`config.mk`:
```
export PLATFORM = sky130hd
export DESIGN_NAME = mpy_seq_n_flat
export DESIGN_NICKNAME = d
export VERILOG_FILES = /design/src/rtl/mpy_seq_n_if.sv /design/src/rtl/mpy_seq_n.sv /design/src/flat_wrapper.sv
export SDC_FILE = /design/constraint.sdc
export NUM_CORES = 1
export LEC_CHECK = 0
export CAP_MARGIN = 20
export CELL_PAD_IN_SITES_DETAIL_PLACEMENT = 0
export CELL_PAD_IN_SITES_GLOBAL_PLACEMENT = 1
export CORE_ASPECT_RATIO = 1.2
export CORE_UTILIZATION = 45
export DETAILED_ROUTE_END_ITERATION = 16
export PLACE_DENSITY_LB_ADDON = 0.1
export SYNTH_ARGS = -nofsm -noshare
export SYNTH_HDL_FRONTEND = slang
export SYNTH_SLANG_ARGS = --single-unit
```
`constraint.sdc`:
```
create_clock -name clk -period 22.9 [get_ports clk]
set_input_delay 4.58 -clock clk [delete_from_list [all_inputs] [get_ports clk]]
set_output_delay 4.58 -clock clk [all_outputs]
set_load 0.02 [all_outputs]
```
`src/rtl/mpy_seq_n_if.sv`:
```
// Handshake and operand/result bundle for the sequential multiplier.
// slave = multiplier side, master = requester side.
interface mpy_seq_n_if #(
  parameter int unsigned WIDTH = 32
);
  logic             start;
  logic             signed_op;
  logic [WIDTH-1:0] a;
  logic [WIDTH-1:0] b;
  logic             busy;
  logic             done;
  logic [WIDTH-1:0] y_hi;
  logic [WIDTH-1:0] y_lo;

  modport master (
    output start, signed_op, a, b,
    input  busy, done, y_hi, y_lo
  );

  modport slave (
    input  start, signed_op, a, b,
    output busy, done, y_hi, y_lo
  );
endinterface

```
`src/rtl/mpy_seq_n.sv`:
```
// Iterative shift-add multiplier (one multiplier bit per cycle), signed or unsigned.
// Optional MPY_EARLY_TERM_EN: leave CALC as soon as the remaining multiplier bits are zero.
module mpy_seq_n #(
  parameter int unsigned WIDTH = 32
) (
  input logic         clk,
  input logic         reset,
  mpy_seq_n_if.slave  bus
);

  localparam int unsigned CntW = $clog2(WIDTH + 1);

  typedef enum logic [1:0] {StIdle, StCalc, StFix} state_e;

  state_e             state_q, state_d;
  logic [2*WIDTH-1:0] mcand_q, mcand_d;
  logic [2*WIDTH-1:0] acc_q, acc_d;
  logic [WIDTH-1:0]   mplier_q, mplier_d;
  logic [CntW-1:0]    cnt_q, cnt_d;
  logic               neg_q, neg_d;
  logic               busy_q, busy_d;
  logic               done_q, done_d;
  logic [WIDTH-1:0]   y_hi_q, y_hi_d;
  logic [WIDTH-1:0]   y_lo_q, y_lo_d;

  logic [WIDTH-1:0]   a_mag, b_mag;
  logic [2*WIDTH-1:0] prod_fix;
  logic               calc_last;

  // Magnitude of the most-negative operand is 2^(W-1), which still fits unsigned.
  always_comb begin
    a_mag = (bus.signed_op && bus.a[WIDTH-1]) ? (~bus.a + 1'b1) : bus.a;
    b_mag = (bus.signed_op && bus.b[WIDTH-1]) ? (~bus.b + 1'b1) : bus.b;
    prod_fix = neg_q ? (~acc_q + 1'b1) : acc_q;
  end

  always_comb begin
    state_d   = state_q;
    mcand_d   = mcand_q;
    acc_d     = acc_q;
    mplier_d  = mplier_q;
    cnt_d     = cnt_q;
    neg_d     = neg_q;
    busy_d    = busy_q;
    done_d    = 1'b0;
    y_hi_d    = y_hi_q;
    y_lo_d    = y_lo_q;
    calc_last = 1'b0;

    unique case (state_q)
      StIdle: begin
        if (bus.start && !busy_q) begin
          mcand_d  = {{WIDTH{1'b0}}, a_mag};
          mplier_d = b_mag;
          neg_d    = bus.signed_op & (bus.a[WIDTH-1] ^ bus.b[WIDTH-1]);
          acc_d    = '0;
          cnt_d    = CntW'(WIDTH);
          busy_d   = 1'b1;
          state_d  = StCalc;
        end
      end
      StCalc: begin
        if (mplier_q[0]) begin
          acc_d = acc_q + mcand_q;
        end
        mcand_d  = mcand_q << 1;
        mplier_d = mplier_q >> 1;
        cnt_d    = cnt_q - 1'b1;
`ifdef MPY_EARLY_TERM_EN
        calc_last = (cnt_q == CntW'(1)) || (mplier_d == '0);
`else
        calc_last = (cnt_q == CntW'(1));
`endif
        if (calc_last) begin
          state_d = StFix;
        end
      end
      StFix: begin
        y_hi_d  = prod_fix[2*WIDTH-1:WIDTH];
        y_lo_d  = prod_fix[WIDTH-1:0];
        done_d  = 1'b1;
        busy_d  = 1'b0;
        state_d = StIdle;
      end
      default: state_d = StIdle;
    endcase
  end

  always_ff @(posedge clk or posedge reset) begin
    if (reset) begin
      state_q  <= StIdle;
      mcand_q  <= '0;
      acc_q    <= '0;
      mplier_q <= '0;
      cnt_q    <= '0;
      neg_q    <= 1'b0;
      busy_q   <= 1'b0;
      done_q   <= 1'b0;
      y_hi_q   <= '0;
      y_lo_q   <= '0;
    end else begin
      state_q  <= state_d;
      mcand_q  <= mcand_d;
      acc_q    <= acc_d;
      mplier_q <= mplier_d;
      cnt_q    <= cnt_d;
      neg_q    <= neg_d;
      busy_q   <= busy_d;
      done_q   <= done_d;
      y_hi_q   <= y_hi_d;
      y_lo_q   <= y_lo_d;
    end
  end

  assign bus.busy = busy_q;
  assign bus.done = done_q;
  assign bus.y_hi = y_hi_q;
  assign bus.y_lo = y_lo_q;

endmodule

```
`src/flat_wrapper.sv`:
```
// flat-port wrapper written by rule: the top's interface ports become plain ports
module mpy_seq_n_flat 
#(
  parameter int unsigned WIDTH = 32
)
  (clk, reset, bus_start, bus_signed_op, bus_a, bus_b, bus_busy, bus_done, bus_y_hi, bus_y_lo);
  mpy_seq_n_if #(.WIDTH(WIDTH)) bus_i ();
  input logic clk;
  input logic reset;
  input wire logic [$bits(bus_i.start)-1:0] bus_start;
  input wire logic [$bits(bus_i.signed_op)-1:0] bus_signed_op;
  input wire logic [$bits(bus_i.a)-1:0] bus_a;
  input wire logic [$bits(bus_i.b)-1:0] bus_b;
  output wire logic [$bits(bus_i.busy)-1:0] bus_busy;
  output wire logic [$bits(bus_i.done)-1:0] bus_done;
  output wire logic [$bits(bus_i.y_hi)-1:0] bus_y_hi;
  output wire logic [$bits(bus_i.y_lo)-1:0] bus_y_lo;
  assign bus_i.start = bus_start;
  assign bus_i.signed_op = bus_signed_op;
  assign bus_i.a = bus_a;
  assign bus_i.b = bus_b;
  assign bus_busy = bus_i.busy;
  assign bus_done = bus_i.done;
  assign bus_y_hi = bus_i.y_hi;
  assign bus_y_lo = bus_i.y_lo;
  mpy_seq_n #(.WIDTH(WIDTH)) u_core (.clk(clk), .reset(reset), .bus(bus_i));
endmodule
```
==> summary.md <==
| Metric | Value |
|---|---|
| Largest driver fanout on the critical path | 6 |
| Cell types with the largest area share after synthesis | sky130_fd_sc_hd__dfrtp_1, sky130_fd_sc_hd__o21ai_0, sky130_fd_sc_hd__nand2_1 |
| Seq pwr share | around a third |
| Biggest area consumer among synthesized cells | sky130_fd_sc_hd__dfrtp_1 |
| Post-synth top area share | approximately two fifths |
| Clock transition at the registers of the reported paths | approximately 0.060 ns |
| Count of flip-flops with a built-in enable after synthesis | 0 |
| Maximum vdd ir drop | between 0.00005 and 0.00006 V |
| Number of rows in the core area | 72 |
| Synth Net Count | ~1900 |
| Resized cells post-CTS | 0 |
| R2R Path Start | u_core.acc_q[11]$_DFFE_PP0P_ |
| GRT Resource Usage Total | 24.4% |
| Count of placed standard cells including taps | about 2200 |
| Count of port buffers added during placement | about 130 |
| Global-route wire length before repair | 66.1 mm |
| Proportion of register bits with asynchronous set or reset after synthesis | 100% |
| Switching Fraction | 43.9% |
| CP Capture Type | register |
| Setup slack of the most critical reg-to-reg path | 18.78 ns |
| Average instance area after synthesis | 8.57 sq um |
| Clock tree from TritonCTS | yes |
| Syn. warnings | 0 |
| FF+latch area | around 0.0059 sq mm |
| Chip width | 168 um |
| Routed Wire Length | between 40 and 50 mm |
| Hold Path Stages | 2 |
| Post-layout instance count excluding filler cells | about 2300 |
| Pwr/cell area | approximately 120 mW/mm^2 |
| Maximum clock rate | ~130 MHz |
| Sink Count | between 200 and 250 |
| Kind of launch point of the worst setup path | input pin |
| Cell internal pwr | ~1200 uW |
| Share of post-route cells with drive strength above 1 | under 10% |
| Ratio of routed vias to standard cells | between 5 and 6 |
| Vias | between 10000 and 15000 |
| Required time of the worst setup path | around 23 ns |
| Number of detailed-routing iterations run before antenna repair | 5 |
| Post-detailed-route wirelength per cell | roughly 18 um |
| Hold_buf cts | 0 |
| Net Sw Power | about 940 uW |
| Remaining DRCs | 0 |
| Antenna violations before repair | 0 |
| DRT iter0 DRCs | 750 |
| Total clock buffers created by CTS | 26 |
| Crit share post-route | between 30% and 40% |
| Post-CTS Repair Setup Buffers | 0 |
| Part of the total power dissipated in the clock network | about a fifth |
| FF+latch count, synth | roughly 240 |
| Worst-case clock buffer depth | 3 |
| Mapped cell area | roughly 0.015 sq mm |
| Unrepaired setup endpoints after global routing | false |
| Count of max-cap constraint violations | 0 |
| HPWL after detailed placement | between 30 and 40 mm |
| Max Transition Viols Final | 0 |
| Critical Setup Path Class | in -> reg |
| Setup Skew | between 0.015 and 0.02 ns |
| Worst min-delay path class | reg -> reg |
| Setup-failing EPs final | 0 |
| Footprint of the multi-input gates | between 0.008 and 0.009 sq mm |
| Cell leakage power | approximately 0.0075 uW |
| Status | finished, final reports clean |
| Overall die height | ~200 um |
| Mapped Cells | about 1700 |
| Via count of the first global-routing pass | roughly 12000 |
| Initial standard-cell utilization of the core | 46.1% |
| Final antenna diode count | 0 |
| Remaining Overflow, GRT | 0 |
| Rel. slew slack | 31.9% |
| Sequential fraction of the synthesis area | between 30% and 40% |
| Clock H-tree levels | 1 |
| Number of hold-slack violations in the final timing report | 0 |
| Number of cell instances on the worst register-to-register path | 10 |
| Data arrival time of the critical path | just over 8 ns |
| Combinational share of power | between 40% and 50% |
| Fill cell count | slightly above 3000 |
| Total number of nets in the final design | around 2000 |
| Critical R2R Capture | u_core.bus.y_hi[29]$_DFFE_PP0P_ |
| Count of unique library cells instantiated by Yosys | 66 |
| Synth-to-layout area growth | 16.8% |
| Crit path capture | u_core.mcand_q[29]$_DFFE_PP0P_ |
| Launching element of the worst setup path | bus_a[3] |
| Final Wtd Congestion | about 0.94 |
| Worst Max-Slew Pin Slew | between 1 and 1.5 ns |
| CTS root buf | sky130_fd_sc_hd__clkbuf_16 |
| Count of nets left with antenna violations after detail routing | 0 |
| Total core area | between 0.03 and 0.04 sq mm |
| Post-layout minimum cycle time | 7.67 ns |
| Most used flip-flop cell after synthesis | sky130_fd_sc_hd__dfrtp_1 |
| Largest net degree at the start of global routing | 100 |
| DIE AREA | approximately 0.034 sq mm |
| Accumulated negative setup slack | 0 ns |
| Clock latency reported for the late side of the worst-skew pair | between 0.5 and 0.6 ns |
| Number of primary I/O pins | roughly 130 |
cell usage in the layout (no fill, tap or decap), drive strengths merged, types with 22 or more instances in the layout:
cell / instances
a21o: 31
a21oi: 97
a22oi: 60
clkbuf: 42
clkdlybuf4s50: 133
dfrtp: 235
ha: 68
inv: 37
nand2: 283
nand3: 26
nor2: 71
nor3: 22
o21ai: 280
o31ai: 32
xnor2: 66
xor2: 114
worst min path at each step:
stage | from | to
after floorplan | u_core.cnt_q[5]$_DFFE_PP0P_ | u_core.cnt_q[5]$_DFFE_PP0P_
after global placement | u_core.bus.y_hi[21]$_DFFE_PP0P_ | u_core.bus.y_hi[21]$_DFFE_PP0P_
after detailed placement | u_core.neg_q$_DFFE_PP0P_ | u_core.neg_q$_DFFE_PP0P_
after CTS | u_core.neg_q$_DFFE_PP0P_ | u_core.neg_q$_DFFE_PP0P_
after global routing | u_core.bus.y_lo[14]$_DFFE_PP0P_ | u_core.bus.y_lo[14]$_DFFE_PP0P_
final | u_core.neg_q$_DFFE_PP0P_ | u_core.neg_q$_DFFE_PP0P_
sequential cells by signal, indices dropped and copies added (netlist names):
name	flops
u_core.bus.y_hi	32
u_core.state_q	2
u_core.bus.done	1
u_core.mplier_q	32
u_core.neg_q	1
u_core.mcand_q	64
u_core.bus.busy	1
u_core.acc_q	64
u_core.bus.y_lo	32
u_core.cnt_q	6
metrics by stage:
stage / hold slack, ns / worst slack (ns) / area, sq um / util [%] / power (uW)
3_3_place_gp: 0.459 / 14.68 / 16600 / 51.1 / 1720
5_1_grt: 0.500 / 14.98 / 17500 / 53.8 / 2300
6_report: 0.473 / 15.23 / 17500 / 53.8 / 2140
3_5_place_dp: 0.464 / 14.66 / 16600 / 51.1 / 1730
2_1_floorplan: 0.446 / 11.87 / 14900 / - / 1390
4_1_cts: 0.478 / 15.22 / 17400 / 53.8 / 2160
cells in the mapped netlist, types with 7 or more instances:
| cell | instances |
|---|---|
| sky130_fd_sc_hd__xnor2_1 | 66 |
| sky130_fd_sc_hd__clkbuf_1 | 87 |
| sky130_fd_sc_hd__dfrtp_1 | 235 |
| sky130_fd_sc_hd__a31oi_1 | 9 |
| sky130_fd_sc_hd__o41ai_1 | 17 |
| sky130_fd_sc_hd__a22oi_1 | 60 |
| sky130_fd_sc_hd__and3_1 | 7 |
| sky130_fd_sc_hd__nand3_1 | 25 |
| sky130_fd_sc_hd__o21bai_1 | 20 |
| sky130_fd_sc_hd__nand4_1 | 20 |
| sky130_fd_sc_hd__ha_1 | 68 |
| sky130_fd_sc_hd__a21oi_1 | 97 |
| sky130_fd_sc_hd__and2_1 | 9 |
| sky130_fd_sc_hd__a211oi_1 | 7 |
| sky130_fd_sc_hd__nand2b_1 | 19 |
| sky130_fd_sc_hd__nor2_1 | 71 |
| sky130_fd_sc_hd__xor2_1 | 114 |
| sky130_fd_sc_hd__inv_1 | 37 |
| sky130_fd_sc_hd__nand2_1 | 283 |
| sky130_fd_sc_hd__o31ai_1 | 31 |
| sky130_fd_sc_hd__nor4_1 | 15 |
| sky130_fd_sc_hd__a21o_1 | 31 |
| sky130_fd_sc_hd__or4_1 | 15 |
| sky130_fd_sc_hd__o21ai_0 | 276 |
| sky130_fd_sc_hd__or3_1 | 12 |
| sky130_fd_sc_hd__nor3_1 | 22 |
metal layers:
metal | GRT usage, % | part of all wire (%)
met1 | 30.5 | 44
met2 | 43.7 | 50
met3 | 1.81 | 2.6
met4 | 9.25 | 3.5
met5 | 0 | 0
layout make-up:
type | instances | share of cell area, %
Multi-Input combinational cell | 1381 | 49.4
Sequential cell | 235 | 33.7
Timing Repair Buffer | 146 | 8.26
Clock buffer | 42 | 4.77
Tap cell | 407 | 2.92
Inverter | 37 | 0.838
Clock inverter | 5 | 0.158
power by group through the flow:
stage	clock, uW	sequential, uW	combinational, uW
after floorplan	0	730	659
after global placement	0	737	980
after detailed placement	0	742	991
after CTS	428	736	994
after global routing	441	756	1100
final	418	736	991
logic make-up after synthesis:
kind of cell,after synthesis,share of synthesized area (%)
AO/OA/AOI/OAI,602,24.5
AND/OR/NAND/NOR,528,16.5
flip-flops,235,39.3
XOR/XNOR,180,10.5
buffers and inverters,128,3.21
adder cells (fa/ha/maj),69,5.83
multiplexers,2,0.134
critical path: stages:
cell,delay (ns)
sky130_fd_sc_hd__clkdlybuf4s50_1,0.45
sky130_fd_sc_hd__or3_1,0.43
sky130_fd_sc_hd__or4_1,0.45
sky130_fd_sc_hd__or4_1,0.54
sky130_fd_sc_hd__nor4_1,0.79
sky130_fd_sc_hd__nand4b_1,0.30
sky130_fd_sc_hd__o31ai_1,0.31
sky130_fd_sc_hd__xor2_1,0.16
sky130_fd_sc_hd__o21ai_0,0.08
(Power assumes the default switching activity.)
